## config.mk

```make
export PLATFORM = sky130hd
export DESIGN_NAME = mano_alu_seq
export DESIGN_NICKNAME = d
export VERILOG_FILES = /design/src/rtl/mano_alu_seq.sv
export SDC_FILE = /design/constraint.sdc
export NUM_CORES = 1
export LEC_CHECK = 0
export ABC_AREA = 1
export CORE_UTILIZATION = 40
export CTS_BUF_LIST = sky130_fd_sc_hd__clkbuf_8
export CTS_CLUSTER_SIZE = 10
export DETAILED_ROUTE_END_ITERATION = 6
export HOLD_SLACK_MARGIN = 0.03
export PLACE_DENSITY = 0.73
export SYNTH_ARGS = -nofsm -noshare
export SYNTH_HDL_FRONTEND = slang
export SYNTH_SLANG_ARGS = --single-unit
```

## constraint.sdc

```tcl
create_clock -name clk -period 5.3 [get_ports clk]
set_input_delay 1.59 -clock clk [delete_from_list [all_inputs] [get_ports clk]]
set_output_delay 1.59 -clock clk [all_outputs]
set_load 0.02 [all_outputs]
```

## src/rtl/mano_alu_seq.sv

```systemverilog
//------------------------------------------------------------------------------
// mano_alu_seq : owns Mano AC/E and sequences one ALU micro-op per clock.
// Optional shadow ALU cross-check enabled by defining MANO_SEQ_FAULTCHK_EN.
// Revision 1.0
//------------------------------------------------------------------------------
`default_nettype none

module mano_alu_seq (
  input  logic        clk,
  input  logic        rst_n,
  input  logic        start,
  input  logic        mode,
  input  logic [1:0]  mop,
  input  logic [11:0] rr,
  input  logic [15:0] dr,
  output logic        busy,
  output logic        done,
  output logic [15:0] ac,
  output logic        e,
  output logic        skip,
  output logic        halt,
  output logic        fault,
  output logic [15:0] alu_a,
  output logic [15:0] alu_b,
  output logic        alu_e_in,
  output logic [3:0]  alu_func,
  input  logic [15:0] alu_z,
  input  logic        alu_e_out
);

  localparam int DATAWIDTH = 16;
  localparam int FUNCWIDTH = 4;

  localparam logic [FUNCWIDTH-1:0] NO_FUNC     = 4'd0;
  localparam logic [FUNCWIDTH-1:0] ADD_FUNC    = 4'd1;
  localparam logic [FUNCWIDTH-1:0] AND_FUNC    = 4'd2;
  localparam logic [FUNCWIDTH-1:0] PASSDR_FUNC = 4'd3;
  localparam logic [FUNCWIDTH-1:0] CMA_FUNC    = 4'd4;
  localparam logic [FUNCWIDTH-1:0] CME_FUNC    = 4'd5;
  localparam logic [FUNCWIDTH-1:0] CIR_FUNC    = 4'd6;
  localparam logic [FUNCWIDTH-1:0] CIL_FUNC    = 4'd7;

  typedef enum logic [1:0] {
    S_IDLE = 2'd0,
    S_EXEC = 2'd1,
    S_DONE = 2'd2
  } state_t;

  state_t               state_q;
  logic                 mode_q;
  logic [1:0]           mop_q;
  logic [11:0]          mask_q;
  logic [DATAWIDTH-1:0] dr_q;
  logic [DATAWIDTH-1:0] ac_q;
  logic                 e_q;
  logic                 skip_q;
  logic                 halt_q;
  logic                 busy_q;
  logic                 done_q;

  logic [3:0]           w_sel_idx;
  logic                 w_sel_vld;
  logic [11:0]          w_mask_rest;

  logic [FUNCWIDTH-1:0] w_func;
  logic [DATAWIDTH-1:0] w_a;
  logic                 w_ac_wr;
  logic                 w_e_wr;
  logic                 w_ac_chk;
  logic                 w_e_chk;
  logic [DATAWIDTH-1:0] w_ac_val;
  logic                 w_e_val;
  logic                 w_skip_set;
  logic                 w_halt_set;

  // Highest set bit of the pending mask is the next register-ref step.
  always_comb begin
    w_sel_idx = 4'd0;
    w_sel_vld = 1'b0;
    for (int i = 0; i < 12; i++) begin
      if (mask_q[i]) begin
        w_sel_idx = 4'(i);
        w_sel_vld = 1'b1;
      end
    end
    w_mask_rest = w_sel_vld ? (mask_q & ~(12'b1 << w_sel_idx)) : 12'd0;
  end

  always_comb begin
    w_func     = NO_FUNC;
    w_a        = dr_q;
    w_ac_wr    = 1'b0;
    w_e_wr     = 1'b0;
    w_ac_chk   = 1'b0;
    w_e_chk    = 1'b0;
    w_ac_val   = alu_z;
    w_e_val    = alu_e_out;
    w_skip_set = 1'b0;
    w_halt_set = 1'b0;
    if (state_q == S_EXEC) begin
      if (!mode_q) begin
        case (mop_q)
          2'b00:   begin w_func = AND_FUNC;    w_ac_wr = 1'b1; end
          2'b01:   begin w_func = ADD_FUNC;    w_ac_wr = 1'b1; w_e_wr = 1'b1; end
          2'b10:   begin w_func = PASSDR_FUNC; w_ac_wr = 1'b1; end
          default: w_func = NO_FUNC;
        endcase
        w_ac_chk = w_ac_wr;
        w_e_chk  = w_e_wr;
      end else if (w_sel_vld) begin
        case (w_sel_idx)
          4'd11: begin w_ac_wr = 1'b1; w_ac_val = '0; end
          4'd10: begin w_e_wr = 1'b1; w_e_val = 1'b0; end
          4'd9:  begin w_func = CMA_FUNC; w_ac_wr = 1'b1; w_ac_chk = 1'b1; end
          4'd8:  begin w_func = CME_FUNC; w_e_wr = 1'b1; w_e_chk = 1'b1; end
          4'd7:  begin
            w_func = CIR_FUNC; w_ac_wr = 1'b1; w_e_wr = 1'b1;
            w_ac_chk = 1'b1; w_e_chk = 1'b1;
          end
          4'd6:  begin
            w_func = CIL_FUNC; w_ac_wr = 1'b1; w_e_wr = 1'b1;
            w_ac_chk = 1'b1; w_e_chk = 1'b1;
          end
          // INC reuses the adder but leaves E alone so FFFF wraps to 0000.
          4'd5:  begin
            w_func = ADD_FUNC; w_a = 16'h0001; w_ac_wr = 1'b1; w_ac_chk = 1'b1;
          end
          4'd4:    w_skip_set = ~ac_q[DATAWIDTH-1];
          4'd3:    w_skip_set = ac_q[DATAWIDTH-1];
          4'd2:    w_skip_set = (ac_q == '0);
          4'd1:    w_skip_set = ~e_q;
          4'd0:    w_halt_set = 1'b1;
          default: w_func = NO_FUNC;
        endcase
      end
    end
  end

  assign alu_func = w_func;
  assign alu_a    = w_a;
  assign alu_b    = ac_q;
  assign alu_e_in = e_q;

`ifdef MANO_SEQ_FAULTCHK_EN
  logic                 fault_q;
  logic [DATAWIDTH-1:0] w_sh_z;
  logic                 w_sh_e;
  logic                 w_fault_set;

  always_comb begin
    w_sh_z = '0;
    w_sh_e = e_q;
    case (w_func)
      ADD_FUNC:    {w_sh_e, w_sh_z} = {1'b0, w_a} + {1'b0, ac_q};
      AND_FUNC:    w_sh_z = w_a & ac_q;
      PASSDR_FUNC: w_sh_z = w_a;
      CMA_FUNC:    w_sh_z = ~ac_q;
      CME_FUNC:    w_sh_e = ~e_q;
      CIR_FUNC:    begin w_sh_z = {e_q, ac_q[DATAWIDTH-1:1]}; w_sh_e = ac_q[0]; end
      CIL_FUNC:    begin w_sh_z = {ac_q[DATAWIDTH-2:0], e_q}; w_sh_e = ac_q[DATAWIDTH-1]; end
      default:     w_sh_z = '0;
    endcase
    w_fault_set = (w_ac_chk && (alu_z != w_sh_z)) || (w_e_chk && (alu_e_out != w_sh_e));
  end

  always_ff @(posedge clk or negedge rst_n) begin
    if (!rst_n)
      fault_q <= 1'b0;
    else if (w_fault_set)
      fault_q <= 1'b1;
  end

  assign fault = fault_q;
`else
  assign fault = 1'b0;
`endif

  always_ff @(posedge clk or negedge rst_n) begin
    if (!rst_n) begin
      state_q <= S_IDLE;
      mode_q  <= 1'b0;
      mop_q   <= 2'b00;
      mask_q  <= '0;
      dr_q    <= '0;
      ac_q    <= '0;
      e_q     <= 1'b0;
      skip_q  <= 1'b0;
      halt_q  <= 1'b0;
      busy_q  <= 1'b0;
      done_q  <= 1'b0;
    end else begin
      case (state_q)
        S_IDLE: begin
          done_q <= 1'b0;
          if (start && !halt_q) begin
            mode_q  <= mode;
            mop_q   <= mop;
            mask_q  <= rr;
            dr_q    <= dr;
            skip_q  <= 1'b0;
            busy_q  <= 1'b1;
            state_q <= S_EXEC;
          end
        end
        S_EXEC: begin
          if (w_ac_wr)    ac_q   <= w_ac_val;
          if (w_e_wr)     e_q    <= w_e_val;
          if (w_skip_set) skip_q <= 1'b1;
          if (w_halt_set) halt_q <= 1'b1;
          mask_q <= w_mask_rest;
          if (!mode_q || (w_mask_rest == '0)) begin
            busy_q  <= 1'b0;
            done_q  <= 1'b1;
            state_q <= S_DONE;
          end
        end
        S_DONE: begin
          done_q  <= 1'b0;
          state_q <= S_IDLE;
        end
        default: state_q <= S_IDLE;
      endcase
    end
  end

  assign busy = busy_q;
  assign done = done_q;
  assign ac   = ac_q;
  assign e    = e_q;
  assign skip = skip_q;
  assign halt = halt_q;

endmodule

`default_nettype wire

```

Word-level counts from Yosys, hierarchy flattened
Cells that the tools add are included.
{ "totals": {"register_bits": 54, "input_bits": 51, "elab_cells": 128} }
{ "op_classes": {"n_eq_ne": 18, "shift": 1, "mux": 70, "n_bitwise": 4, "n_reduce_logical": 24} }
{ "ops": {"columns": ["cell", "n"], "rows": [
  ["$mux W16", 7],
  ["$mux W4", 12],
  ["$mux W1", 38],
  ["$mux W12", 2],
  ["$pmux W12 S2", 1],
  ["$eq A4 B3 Y1 const B", 4],
  ["$eq A4 B4 Y1 const B", 4],
  ["$logic_not A16 Y1", 1],
  ["$pmux W3 S5", 1],
  ["$reduce_and A2 Y1", 7],
  ["$and A12 B12 Y12", 1],
  ["$logic_not A12 Y1", 1],
  ["$not A12 Y12", 1],
  ["$shl A1 B4 Y12 const A", 1],
  ["$eq A4 B2 Y1 const B", 2],
  ["$pmux W1 S2", 3],
  ["$pmux W2 S3", 1],
  ["$reduce_and A3 Y1", 2],
  ["$reduce_or A5 Y1", 1],
  ["$eq A2 B1 Y1 const B", 2],
  ["$eq A2 B2 Y1 const B", 2],
  ["$eq A4 B1 Y1 const B", 1],
  ["$logic_not A2 Y1", 2],
  ["$logic_not A4 Y1", 1],
  ["14 further kinds", 19]
]} }

Longest topological paths before layout
Gate-level depths: netlist of run 1.
{ "logic_depth": {"word_depth": 19, "depth_mapped": 19} }

Worst setup path before layout of run 1
No wires, ideal clock.
{ "synth_path": {"path_kind": "register to output", "startpoint": "register mask_q[10]", "endpoint": "output alu_a[10]", "t_arrival_ps": 1585, "setup_slack_ps": 2125, "path_stages_with_launch": 11, "path_cell_list": "dfrtp_1 -> nor2_4 -> nand2_4 -> nor2_4 -> nand2_1 -> nand3_1 -> inv_2 -> nand4_2 -> buf_2 -> nand2_1 -> inv_1"} }
{ "synth_via": {"elab_chain_cells": 7, "elab_cells_between_ends": 9, "classes_between": "1 x eq/ne; 8 x mux"} }
{ "synth_lines": {"columns": ["element", "line_no", "text"], "rows": [
  ["start, declared", "52", "logic [11:0] mask_q;"],
  ["start signal, assigned", "198", "mask_q <= rr;"],
  ["start signal, assigned", "210", "mask_q <= w_mask_rest;"],
  ["$mux W4 (2 in a row)", "81", "if (mask_q[i]) begin"],
  ["$eq A4 B3 Y1", "111", "case (w_sel_idx)"],
  ["$mux W16", "111", null],
  ["$mux W16 (*)", "110", "end else if (w_sel_vld) begin"],
  ["$mux W16 (*)", "101", "if (!mode_q) begin"],
  ["$mux W16 (*)", "100", "if (state_q == S_EXEC) begin"],
  ["end, declared", "23", "output logic [15:0] alu_a,"]
]} }
Every way passes the cells marked *; elsewhere a longest branch is shown, timed or not.

Final worst setup path of run 1
{ "layout_path": {"startpoint": "register state_q[0]", "endpoint": "output alu_a[0]"} }
{ "layout_via": {"elab_chain_cells": 2} }
{ "layout_lines": {"columns": ["element", "line_no", "text"], "rows": [
  ["start, declared", "49", "state_t state_q;"],
  ["start signal, assigned", "180", "state_q <= S_IDLE;"],
  ["start signal, assigned", "202", "state_q <= S_EXEC;"],
  ["start signal, assigned", "214", "state_q <= S_DONE;"],
  ["$eq A2 B1 Y1", "100", null],
  ["$mux W16", "100", null]
]} }
Every way passes these cells.

==> results.py, run 1 <==
metrics = {
    "critical_path": {
        "cp-end-kind": "primary output",
        "path_class": "flop to primary output",
        "r2r_end": "ac[5]",
        "reg2reg_from": "mask_q[2]",
        "reg2reg_depth": 18,
        "ff2ff_setup_slack_ns": 3.23,
        "worstPathMaxFanout": 16,
        "worstPathRequired_ns": 3.71,
        "cp_data_arrival_time_ns": 2.66,
        "start_kind": "flop",
    },
    "clocking": {
        "clkLatencyLatePin_ns": 0.31,
        "clkTransAtPathRegs_ns": 0.10,
        "cts_buffers": 5,
        "cts_resized": 0,
        "postCtsSetupBuffers": 0,
        "cts_tree": "done",
        "cts_buffer_depth": 2,
        "cts_root_buf": "clkbuf_8",
        "ctsHoldBuffers": 0,
        "cts_max_level": 2,
        "clock-sinks": 54,
    },
    "hold_path": {
        "hp-class": "flop to flop",
        "hold_path_depth": 2,
        "hold_path_startpoint": "dr_q[12]",
        "worstHoldEndpoint": "dr_q[12]",
    },
    "sta": {
        "finalSetupViolations": 0,
        "rsz0062_at_grt": "no",
        "tns_ns": 0,
        "layout_setup_ws_ns": 1.05,
        "slew_headroom_pct": 54.6,
        "worst_pin_slew_ns": 0.682,
        "fin_crit_sh_pct": 80.1,
        "final_hold_viol_count": 0,
        "slew_viol_final": 0,
        "fmax_mhz": 235,
        "period_needed_ns": 4.25,
        "skew_ns": 0.00636,
    },
    "die": {
        "coreArea_um2": 7290,
        "die_area_um2": 7900,
        "initial_core_util_pct": 41.4,
        "io_pins": 110,
        "std_cell_rows": 31,
        "dieWidth_um": 88.9,
        "die_h_um": 88.9,
    },
    "grt": {
        "antenna_found_initial": 0,
        "grt_pass1_wl_um": 12100,
        "gr-usage-all-layers_pct": 19.8,
        "gr-total-overflow": 0,
        "first_global_vias": 2561,
        "grt_max_degree": 55,
    },
    "logic_synthesis": {
        "ys.flop_type": "dfrtp_1",
        "ys_ff_latch": 54,
        "synth-edff-count": 0,
        "synth_top_family_by_area": "simple AND/OR/NAND/NOR gates",
        "synth_xor_area_share_pct": 0,
        "yosysSeqAreaShare_pct": 44.7,
        "synth.distinct_cells": 36,
        "ys_warn_count": 0,
        "post_synth_instance_area_um2": 3020,
        "synth_compound_area_share_pct": 11.6,
        "yosys.area_share.simple_pct": 27.1,
        "ys_async_sr_fraction_pct": 100,
        "avgSynthCellArea_um2": 7.95,
        "synthMuxAreaShare_pct": 0,
        "netlist_instances": 380,
        "synthAdderAreaFrac_pct": 1.66,
    },
    "finish": {
        "area.growth.synth_to_final_pct": 36.4,
        "fin_nets": 522,
        "drive_above_1_share_pct": 8.76,
        "n_antenna_cell": 0,
        "fin_area_um2": 4120,
        "fillers": 713,
    },
    "power": {
        "finalPower_w": 0.00263,
        "ir_drop_mv": 0.256,
        "pwr_density_cell_nw_per_um2": 638,
        "p_leak_nw": 2.00,
    },
    "placement": {
        "globalplace.congestion": 0.884,
        "dpl.hpwl_um": 5600,
        "postPlaceCellArea_um2": 4030,
        "port_buffers": 107,
        "dpl_worst_slack_ns": 1.37,
    },
    "detailed_routing": {
        "drt-initial-drc-count": 100,
        "vias_per_cell": 4.81,
        "drtAntennaViolNets": 0,
        "wl_per_cell_um": 13.1,
        "dr.pass1.iters": 4,
        "wl_um": 7410,
        "vias": 2730,
        "drc": 0,
    },
    "run_status": {
        "status": "complete, no violations",
    },
    "job": {
        "maxCapViolCount": 0,
    },
}
==> critical path, cell delays in order, from the launching register on <==
cell,delay (ns)
dfrtp_1,0.39
inv_1,0.06
nor2_2,0.34
nand3_1,0.23
inv_2,0.13
nand4_2,0.40
nand2_1,0.19
clkdlybuf4s50_1,0.62
==> area by class of cell <==
cell class	count	area (um^2)	share of cell area, %
tap	99	124	3.01
inverter	61	230	5.59
sequential	54	1350	32.8
timing repair buffer	111	1100	26.6
multi-input combinational	234	1230	29.9
clock inverter	3	17.5	0.425
clock buffer	5	68.8	1.67
==> per-stage QoR <==
| stage | cells | util (%) | hold slack (ns) |
|---|---|---|---|
| final | 567 | 56.5 | 0.481 |
| after global routing | 567 | 56.5 | 0.506 |
| after CTS | 567 | 56.5 | 0.485 |
| after detailed placement | 559 | 55.3 | 0.460 |
| after global placement | 559 | 55.3 | 0.456 |
| after floorplan | 381 | - | 0.442 |
==> layer usage <==
metal,vias up,GRT usage (%),wire length (um)
li1,1363,-,-
met1,1252,26.1,3350
met2,107,33.9,3440
met3,8,3.14,514
met4,0,5.43,105
met5,-,0,0
==> synthesized netlist by cell type, types with 4 or more instances <==
master | count | area (um^2)
a21oi_1 | 6 | 30.0
nand4_1 | 8 | 50.1
nor2_1 | 8 | 30.0
ha_1 | 4 | 50.1
nand3_2 | 4 | 40.0
clkbuf_1 | 5 | 18.8
o211ai_1 | 6 | 45.0
o21ai_1 | 10 | 50.1
nand2_1 | 114 | 428
nand3_1 | 25 | 125
buf_4 | 19 | 143
nor3_1 | 4 | 20.0
o221ai_1 | 6 | 52.6
o21ai_2 | 7 | 61.3
o21ai_0 | 10 | 50.1
inv_1 | 56 | 210
dfrtp_1 | 54 | 1350
nand2_2 | 4 | 25.0
nand2_4 | 4 | 45.0
==> power breakdown <==
group | total (W) | switching (W) | leakage (nW) | internal [W]
sequential | 0.000765 | 0.000155 | 0.672 | 0.000609
combinational | 0.00164 | 0.000964 | 1.28 | 0.000672
clock | 0.000226 | 0.000134 | 0.0493 | 0.0000917
total | 0.00263 | 0.00125 | 2.00 | 0.00137
==> how the worst max path moves through the flow <==
stage	end	slack [ns]	from
final	alu_a[0]	1.05	state_q[0]
after global routing	alu_a[0]	0.83	state_q[0]
after CTS	alu_a[0]	1.03	state_q[1]
after detailed placement	alu_a[0]	1.37	state_q[1]
after global placement	alu_a[0]	1.46	state_q[0]
after floorplan	alu_a[10]	2.13	mask_q[10]
==> cell usage in the layout (no fill, tap or decap), types with 7 or more instances in the layout <==
cell type,instances
nand4_1,8
nand3_1,25
inv_1,57
o21ai_1,10
o21ai_2,7
o21ai_0,10
nor2_1,8
dfrtp_1,54
nand2_1,114
clkdlybuf4s50_1,106
==> state kept, by name, indices dropped and copies added, names as in the netlist, 2 cells and up <==
| register | flops |
|---|---|
| state_q | 2 |
| ac | 16 |
| mask_q | 12 |
| dr_q | 16 |
| mop_q | 2 |
==> logic make-up after synthesis <==
logic type | count (synthesis)
AO/OA/AOI/OAI | 51
other | 1
buffers and inverters | 93
adder cells (fa/ha/maj) | 4
AND/OR/NAND/NOR | 177
flip-flops | 54
No activity file was read; power rests on OpenSTA's default activity.
==> inputs of run 2 (changes only) <==
Clock period 5.3 ns to 3.99 ns, I/O delays scaled along.
==> run 2 against run 1 <==
  * Cell area is 0.40% higher
  * Combinational power is 34% higher
  * First-iteration DRC count is 15% lower
  * Clock skew is 0.0013 ns higher
  * Critical endpoint is now alu_func[2]
  * Largest power group unchanged
==> results.py, run 2 (same netlist as run 1, synthesis figures left out) <==
metrics = {
    "power": {
        "p_leak_nw": 2.00,
        "clkPwrFrac_pct": 8.6,
        "ir_drop_mv": 0.311,
        "p_int_w": 0.00183,
        "power_frac_comb_pct": 62.6,
        "pwr_density_cell_nw_per_um2": 848,
        "p_switching_w": 0.00167,
        "swShare_pct": 47.7,
        "share_seq_of_total_power_pct": 28.8,
    },
    "die": {
        "coreArea_um2": 7290,
        "initial_core_util_pct": 41.4,
        "std_cell_rows": 31,
        "die_area_um2": 7900,
        "io_pins": 110,
        "die_h_um": 88.9,
        "dieWidth_um": 88.9,
    },
    "grt": {
        "gr-usage-all-layers_pct": 19.5,
        "antenna_found_initial": 0,
        "first_global_vias": 2513,
        "grt_pass1_wl_um": 11800,
        "gr-total-overflow": 0,
        "grt_max_degree": 36,
    },
    "sta": {
        "layout_setup_ws_ns": 0.278,
        "tns_ns": 0,
        "skew_ns": 0.00765,
        "slew_headroom_pct": 46.8,
        "fin_crit_sh_pct": 93.0,
        "finalSetupViolations": 0,
        "rsz0062_at_grt": "no",
        "period_needed_ns": 3.71,
        "worst_pin_slew_ns": 0.798,
        "fmax_mhz": 269,
        "slew_viol_final": 0,
        "final_hold_viol_count": 0,
    },
    "critical_path": {
        "cp_data_arrival_time_ns": 2.52,
        "start_kind": "flop",
        "worstPathRequired_ns": 2.79,
        "worstPathMaxFanout": 6,
        "ff2ff_setup_slack_ns": 1.90,
        "cp-end-kind": "primary output",
        "path_class": "flop to primary output",
    },
    "clocking": {
        "postCtsSetupBuffers": 0,
        "cts_root_buf": "clkbuf_8",
        "clock-sinks": 54,
        "cts_buffer_depth": 2,
        "cts_max_level": 2,
        "cts_tree": "done",
        "cts_resized": 0,
        "clkTransAtPathRegs_ns": 0.10,
        "ctsHoldBuffers": 0,
        "cts_buffers": 5,
        "clkLatencyLatePin_ns": 0.31,
    },
    "hold_path": {
        "hp-class": "flop to flop",
    },
    "finish": {
        "fin_nets": 523,
        "final_common_cell": "nand2_1",
        "fillers": 705,
        "area.growth.synth_to_final_pct": 36.9,
        "n_antenna_cell": 0,
        "drive_above_1_share_pct": 8.96,
        "layout_common_cells": "nand2_1, clkdlybuf4s50_1, inv_1",
    },
    "detailed_routing": {
        "vias_per_cell": 4.79,
        "drc": 0,
        "drtAntennaViolNets": 0,
        "wl_um": 7350,
        "drt-initial-drc-count": 85,
        "dr.pass1.iters": 4,
        "vias": 2719,
        "wl_per_cell_um": 12.9,
    },
    "job": {
        "maxCapViolCount": 0,
    },
    "placement": {
        "port_buffers": 107,
        "dpl_worst_slack_ns": 0.558,
        "globalplace.congestion": 0.897,
        "dpl.hpwl_um": 5650,
    },
    "run_status": {
        "status": "complete, no violations",
    },
}
run 2: cell types whose count changed in the layout (fill, tap and decap cells not counted), sizes merged:
| cell | delta |
|---|---|
| buf | +1 |
run 2: critical path, cell delays in order, from the launching register on:
cell             delay, ns
dfrtp_1               0.39
inv_1                 0.10
nand2_1               0.06
nand2_1               0.06
nand2_1               0.05
nand2_1               0.05
nand2_1               0.05
nand2_1               0.07
nand2_2               0.09
nand2_4               0.13
inv_1                 0.08
nor3_1                0.13
inv_1                 0.06
a31oi_1               0.23
clkdlybuf4s50_1       0.66
run 2: stage by stage:
step / hold slack [ns] / util (%) / area, um^2 / cells / total power [W]
CTS: 0.484 / 56.6 / 4130 / 568 / 0.00352
floorplan: 0.442 / - / 3020 / 381 / 0.00250
global placement: 0.456 / 55.4 / 4040 / 560 / 0.00318
global route: 0.498 / 56.7 / 4140 / 568 / 0.00381
finish: 0.478 / 56.7 / 4140 / 568 / 0.00351
detailed placement: 0.460 / 55.4 / 4040 / 560 / 0.00322
run 2: area by class of cell:
type / count / area (um^2) / share of cell area, %
timing repair buffer: 112 / 1100 / 26.7
tap: 99 / 124 / 3.00
clock buffer: 5 / 68.8 / 1.66
multi-input combinational: 234 / 1240 / 30.0
clock inverter: 3 / 17.5 / 0.424
inverter: 61 / 230 / 5.57
sequential: 54 / 1350 / 32.7
run 2: layer usage:
| metal | routed length [um] | vias to the layer above | global-route usage, % |
|---|---|---|---|
| met4 | 133 | 0 | 6.16 |
| met2 | 3310 | 91 | 31.9 |
| met3 | 431 | 13 | 3.79 |
| met1 | 3470 | 1252 | 26.3 |
| li1 | - | 1363 | - |
| met5 | 0 | - | 0 |
run 2: power by group through the flow:
stage | clock (W) | sequential (W) | combinational [W]
2_1_floorplan | 0 | 0.00108 | 0.00142
3_3_place_gp | 0 | 0.00101 | 0.00217
3_5_place_dp | 0 | 0.00102 | 0.00219
4_1_cts | 0.000310 | 0.00101 | 0.00220
5_1_grt | 0.000331 | 0.00105 | 0.00243
6_report | 0.000301 | 0.00101 | 0.00220
run 2: path summary, 6_finish.rpt:
check                           cells past startpoint          end       from
min in group asynchronous                           1      dr_q[8]      rst_n
worst min register to register                      2      dr_q[5]    dr_q[5]
worst min-delay path                                2      dr_q[5]    dr_q[5]
worst max-delay path                               14  alu_func[2]  mask_q[2]
worst max register to register                     18        ac[0]  mask_q[2]
max in group asynchronous                           2   mask_q[10]      rst_n
==> inputs of run 3 (changes only) <==
Settings changed: CAP_MARGIN from default to 20.
==> results of run 3 <==
No change in the layout: final DEF, timing and power equal those of run 2.
